--- config.mk ---
export PLATFORM = sky130hd
export DESIGN_NAME = extensor_inmediato_pipe_flat
export DESIGN_NICKNAME = d
export VERILOG_FILES = /design/src/rtl/extensor_inmediato_pipe_pkg.sv /design/src/rtl/extensor_inmediato_pipe_if.sv /design/src/rtl/extensor_inmediato_pipe_nucleo.sv /design/src/rtl/extensor_inmediato_pipe.sv /design/src/flat_wrapper.sv
export SDC_FILE = /design/constraint.sdc
export NUM_CORES = 1
export LEC_CHECK = 0
export CORE_MARGIN = 1.5
export CORE_UTILIZATION = 30
export CTS_CLUSTER_SIZE = 25
export DETAILED_ROUTE_END_ITERATION = 8
export GPL_ROUTABILITY_DRIVEN = 1
export GPL_TIMING_DRIVEN = 1
export HOLD_SLACK_MARGIN = 0.05
export PLACE_DENSITY_LB_ADDON = 0.25
export SLEW_MARGIN = 10
export SYNTH_ARGS = -nofsm -noshare
export SYNTH_HDL_FRONTEND = slang
export SYNTH_SLANG_ARGS = --single-unit
export TNS_END_PERCENT = 20
--- constraint.sdc ---
create_clock -name clk -period 4.7 [get_ports clk]
set_input_delay 0.47 -clock clk [delete_from_list [all_inputs] [get_ports clk]]
set_output_delay 0.47 -clock clk [all_outputs]
set_load 0.01 [all_outputs]
--- src/rtl/extensor_inmediato_pipe_pkg.sv ---
// Shared types and defaults for the pipelined immediate extender.
package extensor_pkg;

    localparam int IN_W_DEF  = 16;
    localparam int OUT_W_DEF = 32;
    localparam int TAG_W_DEF = 5;

    // Extension mode carried with every immediate.
    typedef enum logic [1:0] {
        MODE_ZERO      = 2'b00,
        MODE_SIGN      = 2'b01,
        MODE_UPPER     = 2'b10,
        MODE_SIGN_SHL2 = 2'b11
    } mode_e;

    // Occupancy of the OUT/SKID pair; bit 0 = OUT valid, bit 1 = SKID valid.
    typedef enum logic [1:0] {
        ST_EMPTY = 2'b00,
        ST_ONE   = 2'b01,
        ST_TWO   = 2'b11
    } occ_state_e;

endpackage

--- src/rtl/extensor_inmediato_pipe_if.sv ---
// Bus bundle for the immediate extender: upstream request side plus
// downstream operand side.
//
// Handshake: on each side a transfer happens on a rising clk edge where
// valid && ready are both high. ready never depends on valid. A producer may
// change its payload while valid && !ready; only the payload present on the
// transfer edge is taken. The stage holds out_data/out_tag stable while
// out_valid && !out_ready.
interface extensor_inmediato_pipe_if
    import extensor_pkg::*;
#(
    parameter int IN_W  = IN_W_DEF,
    parameter int OUT_W = OUT_W_DEF,
    parameter int TAG_W = TAG_W_DEF
);
    logic             in_valid;
    logic             in_ready;
    logic [IN_W-1:0]  in_imm;
    mode_e            in_mode;
    logic [TAG_W-1:0] in_tag;

    logic             out_valid;
    logic             out_ready;
    logic [OUT_W-1:0] out_data;
    logic [TAG_W-1:0] out_tag;

    // Environment side: produces immediates, consumes operands.
    modport master (
        output in_valid, in_imm, in_mode, in_tag, out_ready,
        input  in_ready, out_valid, out_data, out_tag
    );

    // Stage side.
    modport slave (
        input  in_valid, in_imm, in_mode, in_tag, out_ready,
        output in_ready, out_valid, out_data, out_tag
    );
endinterface

--- src/rtl/extensor_inmediato_pipe_nucleo.sv ---
// Purely combinational immediate extension (zero, sign, upper, sign<<2).
// OUT_W must exceed IN_W; IN_W must be at least 1.
module extensor_nucleo
    import extensor_pkg::*;
#(
    parameter int IN_W  = IN_W_DEF,
    parameter int OUT_W = OUT_W_DEF
) (
    input  logic [IN_W-1:0]  imm,
    input  mode_e            mode,
    output logic [OUT_W-1:0] data
);
    localparam int PAD_W = OUT_W - IN_W;

    logic [OUT_W-1:0] sext;

    assign sext = {{PAD_W{imm[IN_W-1]}}, imm};

    // Select the extension; the shifted form drops bits above OUT_W.
    always_comb begin
        data = '0;
        case (mode)
            MODE_ZERO:      data = {{PAD_W{1'b0}}, imm};
            MODE_SIGN:      data = sext;
            MODE_UPPER:     data = {imm, {PAD_W{1'b0}}};
            MODE_SIGN_SHL2: data = sext << 2;
            default:        data = '0;
        endcase
    end
endmodule

--- src/rtl/extensor_inmediato_pipe.sv ---
// Pipelined immediate extension stage: extends on acceptance, then holds the
// operand in an OUT register backed by one SKID register so downstream
// back-pressure never drops or reorders operands.
module extensor_inmediato_pipe
    import extensor_pkg::*;
#(
    parameter int IN_W  = IN_W_DEF,
    parameter int OUT_W = OUT_W_DEF,
    parameter int TAG_W = TAG_W_DEF
) (
    input  logic                       clk,
    input  logic                       rst_n,
    extensor_inmediato_pipe_if.slave   bus,
    output occ_state_e                 dbg_state
);
    logic [OUT_W-1:0] ext_data;

    occ_state_e       state_q;
    occ_state_e       state_d;
    logic [OUT_W-1:0] out_data_q;
    logic [TAG_W-1:0] out_tag_q;
    logic [OUT_W-1:0] skid_data_q;
    logic [TAG_W-1:0] skid_tag_q;

    logic acc;
    logic pop;
    logic load_out_in;
    logic load_out_skid;
    logic load_skid;

    extensor_nucleo #(
        .IN_W  (IN_W),
        .OUT_W (OUT_W)
    ) u_nucleo (
        .imm  (bus.in_imm),
        .mode (bus.in_mode),
        .data (ext_data)
    );

    // in_ready only looks at the SKID valid bit, so it never combinationally
    // follows in_valid or out_ready; it is forced low while in reset.
    assign bus.in_ready  = rst_n && !state_q[1];
    assign bus.out_valid = state_q[0];
    assign bus.out_data  = out_data_q;
    assign bus.out_tag   = out_tag_q;
    assign dbg_state     = state_q;

    assign acc = bus.in_valid && bus.in_ready;
    assign pop = bus.out_valid && bus.out_ready;

    // Occupancy register.
    always_ff @(posedge clk or negedge rst_n) begin
        if (!rst_n) begin
            state_q <= ST_EMPTY;
        end else begin
            state_q <= state_d;
        end
    end

    // Next occupancy and register load controls.
    always_comb begin
        state_d       = state_q;
        load_out_in   = 1'b0;
        load_out_skid = 1'b0;
        load_skid     = 1'b0;
        case (state_q)
            ST_EMPTY: begin
                if (acc) begin
                    state_d     = ST_ONE;
                    load_out_in = 1'b1;
                end
            end
            ST_ONE: begin
                if (acc && pop) begin
                    load_out_in = 1'b1;
                end else if (acc) begin
                    state_d   = ST_TWO;
                    load_skid = 1'b1;
                end else if (pop) begin
                    state_d = ST_EMPTY;
                end
            end
            ST_TWO: begin
                // in_ready is low here, so only a pop can happen.
                if (pop) begin
                    state_d       = ST_ONE;
                    load_out_skid = 1'b1;
                end
            end
            default: begin
                state_d = ST_EMPTY;
            end
        endcase
    end

    // OUT register: loaded from the extender or promoted from SKID.
    always_ff @(posedge clk or negedge rst_n) begin
        if (!rst_n) begin
            out_data_q <= '0;
            out_tag_q  <= '0;
        end else if (load_out_in) begin
            out_data_q <= ext_data;
            out_tag_q  <= bus.in_tag;
        end else if (load_out_skid) begin
            out_data_q <= skid_data_q;
            out_tag_q  <= skid_tag_q;
        end
    end

    // SKID register: catches the item accepted while OUT is stalled.
    always_ff @(posedge clk or negedge rst_n) begin
        if (!rst_n) begin
            skid_data_q <= '0;
            skid_tag_q  <= '0;
        end else if (load_skid) begin
            skid_data_q <= ext_data;
            skid_tag_q  <= bus.in_tag;
        end
    end
endmodule

--- src/flat_wrapper.sv ---
// flat-port wrapper written by rule: the top's interface ports become plain ports
module extensor_inmediato_pipe_flat import extensor_pkg::*;
#(
    parameter int IN_W  = IN_W_DEF,
    parameter int OUT_W = OUT_W_DEF,
    parameter int TAG_W = TAG_W_DEF
)
  (clk, rst_n, dbg_state, bus_in_valid, bus_in_imm, bus_in_mode, bus_in_tag, bus_out_ready, bus_in_ready, bus_out_valid, bus_out_data, bus_out_tag);
  extensor_inmediato_pipe_if #(.IN_W(IN_W), .OUT_W(OUT_W), .TAG_W(TAG_W)) bus_i ();
  input  logic clk;
  input  logic rst_n;
  output occ_state_e dbg_state;
  input wire logic [$bits(bus_i.in_valid)-1:0] bus_in_valid;
  input wire logic [$bits(bus_i.in_imm)-1:0] bus_in_imm;
  input wire logic [$bits(bus_i.in_mode)-1:0] bus_in_mode;
  input wire logic [$bits(bus_i.in_tag)-1:0] bus_in_tag;
  input wire logic [$bits(bus_i.out_ready)-1:0] bus_out_ready;
  output wire logic [$bits(bus_i.in_ready)-1:0] bus_in_ready;
  output wire logic [$bits(bus_i.out_valid)-1:0] bus_out_valid;
  output wire logic [$bits(bus_i.out_data)-1:0] bus_out_data;
  output wire logic [$bits(bus_i.out_tag)-1:0] bus_out_tag;
  assign bus_i.in_valid = bus_in_valid;
  assign bus_i.in_imm = bus_in_imm;
  assign bus_i.in_mode = bus_in_mode;
  assign bus_i.in_tag = bus_in_tag;
  assign bus_i.out_ready = bus_out_ready;
  assign bus_in_ready = bus_i.in_ready;
  assign bus_out_valid = bus_i.out_valid;
  assign bus_out_data = bus_i.out_data;
  assign bus_out_tag = bus_i.out_tag;
  extensor_inmediato_pipe #(.IN_W(IN_W), .OUT_W(OUT_W), .TAG_W(TAG_W)) u_core (.clk(clk), .rst_n(rst_n), .bus(bus_i), .dbg_state(dbg_state));
endmodule
==> results of run 1 <==
-- cell type report --
type	instances	share of cell area
clock buffer	11	0.0483
timing repair buffer	71	0.145
tap	168	0.0436
sequential	76	0.395
multi-input combinational	268	0.353
inverter	3	0.00234
clock inverter	5	0.0127
-- worst paths after layout --
path	startpoint	end
max	bus_in_mode[1]	u_core.bus.out_data[30]
min	u_core.skid_tag_q[0]	u_core.skid_tag_q[0]
max reg2reg	u_core.dbg_state[0]	u_core.bus.out_data[8]
min reg2reg	u_core.skid_tag_q[0]	u_core.skid_tag_q[0]
max in group asynchronous	rst_n	u_core.skid_data_q[20]
min in group asynchronous	rst_n	u_core.bus.out_tag[1]
-- worst max-delay path: stages --
cell,delay (ns)
clkdlybuf4s50_1,0.94
nor2b_1,0.87
a21oi_1,0.23
a21oi_1,0.21
-- cells by family (layout without fill, tap and decap cells) --
| group | after synthesis | count (layout) | share of synthesized area |
|---|---|---|---|
| and+or+nand+nor | 116 | 116 | 0.148 |
| AOI/OAI and AO/OA | 108 | 108 | 0.148 |
| buffers and inverters | 29 | 90 | 0.0443 |
| xor gates and xnor gates | 1 | 1 | 0.00233 |
| adders and majority gates | 4 | 4 | 0.0133 |
| DFF | 76 | 76 | 0.506 |
| muxes | 39 | 39 | 0.138 |
-- per-layer routing --
metal / vias to the layer above / share of wire
li1: 1381 / -
met1: 1341 / 0.47
met2: 68 / 0.45
met3: 21 / 0.047
met4: 0 / 0.027
met5: - / 0
-- registers in the layout (all words and copies together), names as in the netlist --
signal	count
u_core.bus.out_tag	5
u_core.dbg_state	2
u_core.skid_data_q	32
u_core.skid_tag_q	5
u_core.bus.out_data	32
-- Yosys cell counts (all sizes together) --
cell,number,share of area
a21oi,63,0.084
o22ai,1,0.0017
xnor2,1,0.0023
nor2b,16,0.027
a221o,1,0.0027
and3b,1,0.0027
o32ai,1,0.0023
dfrtp,76,0.51
nand3,2,0.0073
nand2b,1,0.0017
inv,3,0.0030
nor2,33,0.041
clkbuf,7,0.0070
nand3b,3,0.0060
ha,4,0.013
and3,1,0.0017
and2,2,0.0033
buf,19,0.034
o21ai,39,0.052
a31oi,2,0.0033
o2bb2ai,1,0.0023
mux2i,7,0.019
mux2,32,0.12
nand2,57,0.058
-- per-stage QoR --
step	util	cell area (um^2)	std cells	power [uW]	hold WS (ns)
2_1_floorplan	-	3760	373	1910	0.174
3_3_place_gp	0.373	4510	585	2420	0.310
3_5_place_dp	0.373	4510	585	2450	0.311
4_1_cts	0.398	4820	602	3150	0.477
5_1_grt	0.398	4820	602	3340	0.501
6_report	0.398	4820	602	3110	0.472
-- power by group --
group / total (uW) / switching [uW] / internal (uW)
combinational: 1270 / 564 / 705
clock: 679 / 266 / 413
sequential: 1160 / 192 / 971
total: 3110 / 1020 / 2090
==> qor.yml, run 1 <==
worst_setup_path:
  reg2reg_slack_ns: 2.34
  worstPathMaxFanout: 23
  cp.arrival_ns: 2.73
  worstSetupPathType: "in -> reg"
  ff2ff_path_depth: 5
  worstPathRequired_ns: 4.95
  critPathCaptureType: "register"
  start_kind: "input pin"
power_and_ir_drop:
  power_density_nw_per_um2: 646
  peakVddDrop_mv: 0.303
  power_leakage_uw: 0.00215
floorplan:
  die_h_um: 115
  num_io_pins: 68
  start_util: 0.310
  coreArea_um2: 12100
  dieArea_um2: 13200
  chipWidth_um: 115
  row_count: 40
sta:
  relSlewSlack: 0.337
  min_period_ns: 2.48
  setup_viol: 0
  max_freq_ghz: 0.404
  finalSetupTns_ns: 0
  skew_ns: 0.00532
  max_slew.worst_pin.slew_ns: 0.992
  rsz0062_at_grt: "false"
  setup_ws_ns: 2.22
  hold_violations: 0
  maxSlewViolCount: 0
  fin_crit_sh: 0.527
cts:
  cts_buffer_depth: 2
  worst_skew_pair.late_latency_ns: 0.33
  cts_resized: 0
  cts.clk_slew.worst_paths_ns: 0.06
  hold_buffers: 1
  clock_sinks: 76
  htree_levels: 3
  numCtsBuffers: 9
  clockRootBuffer: "clkbuf_16"
  post_cts_buffers: 0
  cts_tree: "yes"
global_routing:
  antenna_found_initial: 0
  grt_pass1_vias: 2831
  globalRouteMet3Util: 0.0322
  grt_pass1_wl_um: 15000
  met2_usage: 0.222
  grt_usage: 0.148
  grt_max_degree: 75
  grt-busiest-layer: "met2"
  met1_usage: 0.202
  grt_overflow: 0
worst_hold_path:
  hold_path_depth: 2
  worst_hold_path_type: "reg -> reg"
logic_synthesis:
  yosys_warnings: 0
  ys_seq_area_frac: 0.506
  synth_nets: 404
  synth_area_um2: 3760
  synth_area_per_cell_um2: 10.1
  synthCells: 373
  ys_seq_elements: 76
  ys_types: 32
place:
  hpwl_um: 6060
  gp_congestion: 0.770
  dp_slack_ns: 1.89
  portBuffers: 67
drt:
  vias: 2811
  drt_iter0_drc: 135
  drt_wl_total_um: 9220
  first_pass_iters: 5
  drc_errors: 0
  drtAntennaViolNets: 0
  wl_per_cell_um: 15.3
  routed_via_density: 4.67
cells_and_area:
  multiInputGateArea_um2: 1700
  fin_nets: 460
  drive_gt1_frac: 0.154
  layout_commonest_cell: "dfrtp_1"
  num-fill-cells: 1221
  antennaDiodeCount: 0
  final_cell_mix: "dfrtp_1 (76), clkdlybuf4s50_1 (66), a21oi_1 (63)"
  register_area_um2: 1900
  syn2layout_area_growth_pct: 28.1
run:
  max_cap_violations: 0
outcome:
  status: "complete, no violations"
No activity file was read; power rests on OpenSTA's default activity.
==> inputs of run 2 (changes only) <==
==> constraint.sdc (replaced) <==
create_clock -name clk -period 2.6 [get_ports clk]
set_input_delay 0.26 -clock clk [delete_from_list [all_inputs] [get_ports clk]]
set_output_delay 0.26 -clock clk [all_outputs]
set_load 0.01 [all_outputs]
==> run 2 against run 1 <==
Compared with the run above: cell area is 1.4% higher; sequential share of layout area is 0.55 points lower; sequential cell count stayed put; final cell count is 0.50% higher; non-clock buffer count is 4 higher; count of clock-buffer cells in the layout is 1 lower; die area stayed put; clock skew is 0.0025 ns higher; critical path type is now reg -> reg; combinational power is 82% higher; critical endpoint is now u_core.bus.out_data[23]; via count is 0.53% higher; largest power group unchanged; highest routed layer unchanged.
==> qor.yml, run 2 (same netlist as run 1, synthesis figures left out) <==
sta:
  max_freq_ghz: 0.469
  finalSetupTns_ns: 0  # unchanged
  max_slew.worst_pin.slew_ns: 1.04  # +0.0480 ns
  maxSlewViolCount: 0  # unchanged
  setup_ws_ns: 0.469  # -1.76 ns
  fin_crit_sh: 0.820
  rsz0062_at_grt: "false"
  skew_ns: 0.00780  # +0.00247 ns
  relSlewSlack: 0.305  # -0.0320
  setup_viol: 0  # unchanged
  hold_violations: 0  # unchanged
  min_period_ns: 2.13
floorplan:
  dieArea_um2: 13200  # unchanged
  row_count: 40  # unchanged
  num_io_pins: 68  # unchanged
  chipWidth_um: 115  # unchanged
  start_util: 0.310  # unchanged
  die_h_um: 115  # unchanged
  coreArea_um2: 12100  # unchanged
worst_setup_path:
  crit_family: "flip-flops"
  cpMaxStageDelayCell: "dfrtp_1"
  critical_path.max_stage_delay_ns: 0.56  # -0.38 ns
  cp_cell_sequence: "ha_1 > nand3_4 > buf_12 > mux2_4 > nor2_1 > a21oi_1"
  worstPathMaxFanout: 23  # unchanged
  cp.arrival_ns: 2.32  # -0.41 ns
  ff2ff_path_depth: 6  # +1
  start_kind: "register"
  worstSetupPathType: "reg -> reg"
  reg2reg_slack_ns: 0.47  # -1.87 ns
  r2r-end: "u_core.bus.out_data[23]"
  critPathCaptureType: "register"
  worstPathRequired_ns: 2.79  # -2.16 ns
  critPathBufInv: 1  # unchanged
  r2r-start: "u_core.dbg_state[0]"
  crit_start: "u_core.dbg_state[0]"
worst_hold_path:
  worst_hold_path_type: "in -> async"
cells_and_area:
  num-fill-cells: 1236  # +1.2%
  syn2layout_area_growth_pct: 29.9
  final_cell_mix: "dfrtp_1 (76), clkdlybuf4s50_1 (66), a21oi_1 (63)"
  postLayoutCoreUtil: 0.403  # +0.00558
  drive_gt1_frac: 0.162  # +0.00809
  layout_commonest_cell: "dfrtp_1"
  stdcell_area_um2: 4880  # +1.4%
  fin_nets: 464  # +0.87%
  antennaDiodeCount: 0  # unchanged
cts:
  htree_levels: 3  # unchanged
  hold_buffers: 1  # unchanged
  cts.clk_slew.worst_paths_ns: 0.06  # about the same
  post_cts_buffers: 0  # unchanged
  cts_resized: 0  # unchanged
  cts_tree: "yes"
  numCtsBuffers: 9  # unchanged
  clock_sinks: 76  # unchanged
  cts_buffer_depth: 2  # unchanged
  clockRootBuffer: "clkbuf_16"
  worst_skew_pair.late_latency_ns: 0.33  # about the same
power_and_ir_drop:
  power_leakage_uw: 0.00219  # +2.2%
  peakVddDrop_mv: 0.482  # +59%
  power_density_nw_per_um2: 1170  # +82%
global_routing:
  grt_usage: 0.150  # +0.00223
  grt_max_degree: 67  # -11%
  grt_pass1_vias: 2917  # +3.0%
  grt_overflow: 0  # unchanged
  antenna_found_initial: 0  # unchanged
  grt_pass1_wl_um: 15300  # +2.2%
drt:
  drt_wl_total_um: 9280  # +0.66%
  first_pass_iters: 4  # -1
  vias: 2826  # +0.53%
  drtAntennaViolNets: 0  # unchanged
  drt_iter0_drc: 117  # -13%
  drc_errors: 0  # unchanged
  routed_via_density: 4.67  # about the same
  wl_per_cell_um: 15.3  # +0.16%
run:
  max_cap_violations: 0  # unchanged
place:
  gp_congestion: 0.732  # -4.9%
  portBuffers: 67  # unchanged
  dpl_cell_area_um2: 4570  # +1.2%
  dp_slack_ns: 0.279  # -1.61 ns
  hpwl_um: 6420  # +5.9%
outcome:
  status: "complete, no violations"
## run 2: changes by cell type in the layout (fill, tap and decap cells not counted)
cell,previous run,this run
clkinvlp_4,3,1
bufinv_16,1,2
inv_6,1,0
buf_4,4,6
clkinv_2,0,2
clkbuf_1,2,1
buf_12,0,2
## run 2: power by group
group          internal, uW  switching, uW  leakage (uW)
clock network           831            468      0.000148
logic                  1290           1020       0.00112
registers              1760            359      0.000930
total                  3880           1850       0.00219
## run 2: layer usage
layer	vias up	track usage	wire length, um	share of wire
met5	-	0	0	0
met4	0	0.0370	88	0.0095
met3	9	0.0385	423	0.046
met2	54	0.243	4440	0.48
met1	1375	0.202	4330	0.47
li1	1388	-	-	-
## run 2: worst reg2reg max path: stages, from the launching register on
cell	delay, ns
dfrtp_1	0.56
ha_1	0.35
nand3_4	0.32
buf_12	0.32
mux2_4	0.31
nor2_1	0.10
a21oi_1	0.05
## run 2: area by class of cell
cell class	instances	area, um^2	share of cell area
sequential	76	1900	0.389
multi-input combinational	268	1700	0.348
timing repair buffer	75	756	0.155
clock buffer	10	229	0.0469
tap	168	210	0.0430
clock inverter	5	77.6	0.0159
inverter	3	11.3	0.00231
## run 2: worst max-delay path by stage
stage	endpoint	depth (start not counted)
6_report	u_core.bus.out_data[23]	6
4_1_cts	u_core.bus.out_data[30]	6
3_5_place_dp	u_core.skid_data_q[24]	4
2_1_floorplan	u_core.bus.out_data[31]	6
3_3_place_gp	u_core.bus.out_data[30]	4
5_1_grt	u_core.skid_data_q[21]	4
## run 2: stage by stage
step                total power [uW]  hold slack [ns]  std cells
detailed placement              4470            0.117        589
global placement                4410            0.116        589
global route                    6130            0.326        605
CTS                             5790            0.316        605
finish                          5730            0.311        605
floorplan                       3460          -0.0356        373
==> inputs of run 3 (changes only) <==
==> constraint.sdc (replaced) <==
create_clock -name clk -period 1.8 [get_ports clk]
set_input_delay 0.18 -clock clk [delete_from_list [all_inputs] [get_ports clk]]
set_output_delay 0.18 -clock clk [all_outputs]
set_load 0.01 [all_outputs]
==> run 3 against run 2 <==
Compared with the run above: sequential share of layout area is 1.1 points lower; clock power is 48% higher; via count is 2.4% higher; routed wire length is 4.8% higher; hold slack worse by 0.089 ns.
==> qor.yml, run 3 (same netlist as run 1, synthesis figures left out) <==
drt:
  drc_errors: 0  # unchanged
  drt_wl_total_um: 9730  # +4.8%
  first_pass_iters: 4  # unchanged
  vias: 2894  # +2.4%
  highest_layer: "met4"
  routed_via_density: 4.71  # +0.74%
  drt_iter0_drc: 86  # -26%
  wl_met1_um: 4550  # +5.1%
  wl_per_cell_um: 15.8  # +3.1%
  wl_met3_um: 439  # +3.8%
  wl_met2_um: 4570  # +2.8%
  drtAntennaViolNets: 0  # unchanged
floorplan:
  dieArea_um2: 13200  # unchanged
  start_util: 0.310  # unchanged
  die_h_um: 115  # unchanged
  row_count: 40  # unchanged
  coreArea_um2: 12100  # unchanged
  num_io_pins: 68  # unchanged
  chipWidth_um: 115  # unchanged
power_and_ir_drop:
  peakVddDrop_mv: 0.690  # +43%
  power_leakage_uw: 0.00227  # +3.3%
  p_total_uw: 8490  # +48%
  power_density_nw_per_um2: 1690  # +44%
sta:
  max_freq_ghz: 0.571
  setup_viol: 0  # unchanged
  fin_crit_sh: 0.974
  skew_ns: 0.00656  # -0.00124 ns
  min_period_ns: 1.75
  hold_violations: 0  # unchanged
  maxSlewViolCount: 0  # unchanged
  max_slew.worst_pin.slew_ns: 0.897  # -0.142 ns
  relSlewSlack: 0.402  # +0.0963
  rsz0062_at_grt: "false"
  finalSetupTns_ns: 0  # unchanged
worst_setup_path:
  cpMaxStageDelayCell: "clkdlybuf4s50_1"
  worstPathMaxFanout: 9  # -61%
  start_kind: "input pin"
  worstSetupPathType: "in -> out"
  critical_path.max_stage_delay_ns: 0.54  # -0.02 ns
  worstPathRequired_ns: 1.62  # -1.17 ns
  critPathCaptureType: "output pin"
  cp.arrival_ns: 1.57  # -0.75 ns
  cp_cell_sequence: "dlygate4sd3_1 > buf_4 > nor2b_1 > clkdlybuf4s50_1"
global_routing:
  grt_overflow: 0  # unchanged
  grt_max_degree: 73  # +9.0%
  antenna_found_initial: 0  # unchanged
  grt_pass1_wl_um: 15700  # +2.3%
  grt_usage: 0.155  # +0.00524
  grt_pass1_vias: 2963  # +1.6%
cts:
  cts_tree: "yes"
  worst_skew_pair.late_latency_ns: 0.33  # about the same
  clock_sinks: 76  # unchanged
  clockRootBuffer: "clkbuf_16"
  numCtsBuffers: 9  # unchanged
  cts_buffer_depth: 2  # unchanged
  htree_levels: 3  # unchanged
  cts.clk_slew.worst_paths_ns: 0.05  # about the same
  post_cts_buffers: 0  # unchanged
place:
  portBuffers: 67  # unchanged
  hpwl_um: 6610  # +3.0%
  gp_congestion: 0.792  # +8.3%
cells_and_area:
  syn2layout_area_growth_pct: 33.7
  antennaDiodeCount: 0  # unchanged
  drive_gt1_frac: 0.190  # +0.0277
  layout_commonest_cell: "dfrtp_1"
  num-fill-cells: 1224  # -0.97%
  final_cell_mix: "dfrtp_1 (75), clkdlybuf4s50_1 (66), a21oi_1 (63)"
  fin_nets: 474  # +2.2%
outcome:
  status: "complete, no violations"
worst_hold_path:
  worst_hold_path_type: "in -> async"
run:
  max_cap_violations: 0  # unchanged
## run 3: worst paths after layout
path	start	slack, ns	end	cells past startpoint
setup / recovery	rst_n	0.05	bus_in_ready	4
hold / removal	rst_n	0.22	u_core.dbg_state[1]	2
setup reg to reg	u_core.dbg_state[0]	0.13	u_core.bus.out_data[0]	6
hold reg to reg	u_core.skid_tag_q[2]	0.48	u_core.skid_tag_q[2]	2
max in group asynchronous	rst_n	0.48	u_core.skid_data_q[9]	3
min in group clk	bus_in_tag[4]	0.41	u_core.skid_tag_q[4]	3
## run 3: through the flow
step	hold slack [ns]	util	setup slack [ns]	instance area, um^2	std cells
finish	0.223	0.415	0.0474	5030	615
detailed placement	0.0135	0.388	-0.273	4690	599
CTS	0.216	0.414	0.0194	5020	615
global placement	0.0123	0.388	-0.249	4690	599
global route	0.224	0.415	0.00185	5030	615
floorplan	-0.116	-	0.0685	3760	373
## run 3: area by class of cell
type | count | area, um^2 | area share
Clock inverter | 4 | 73.8 | 0.0147
Sequential cell | 76 | 1900 | 0.378
Tap cell | 168 | 210 | 0.0418
Multi-Input combinational cell | 268 | 1710 | 0.339
Inverter | 3 | 11.3 | 0.00224
Timing Repair Buffer | 85 | 881 | 0.175
Clock buffer | 11 | 243 | 0.0483
## run 3: critical path, delay by kind of cell
| kind | cells | cell delay (ns) |
|---|---|---|
| buf+inv | 3 | 1.25 |
| simple gates | 1 | 0.14 |
## run 3: report_power, final
group,internal [uW],switching (uW)
clock,1240,680
combinational,1970,1550
sequential,2540,507
## run 3: what timing repair did
action / in CTS / in global routing
endpoints found under the setup margin: 0 / 44
endpoints found under the hold margin: 4 / 0
hold buffers: 1 / 0
gates resized for setup: 0 / 4
## run 3: layer usage
layer	vias to the layer above	GRT usage
met4	0	0.0593
met2	66	0.244
met5	-	0
li1	1416	-
met1	1400	0.210
met3	12	0.0353
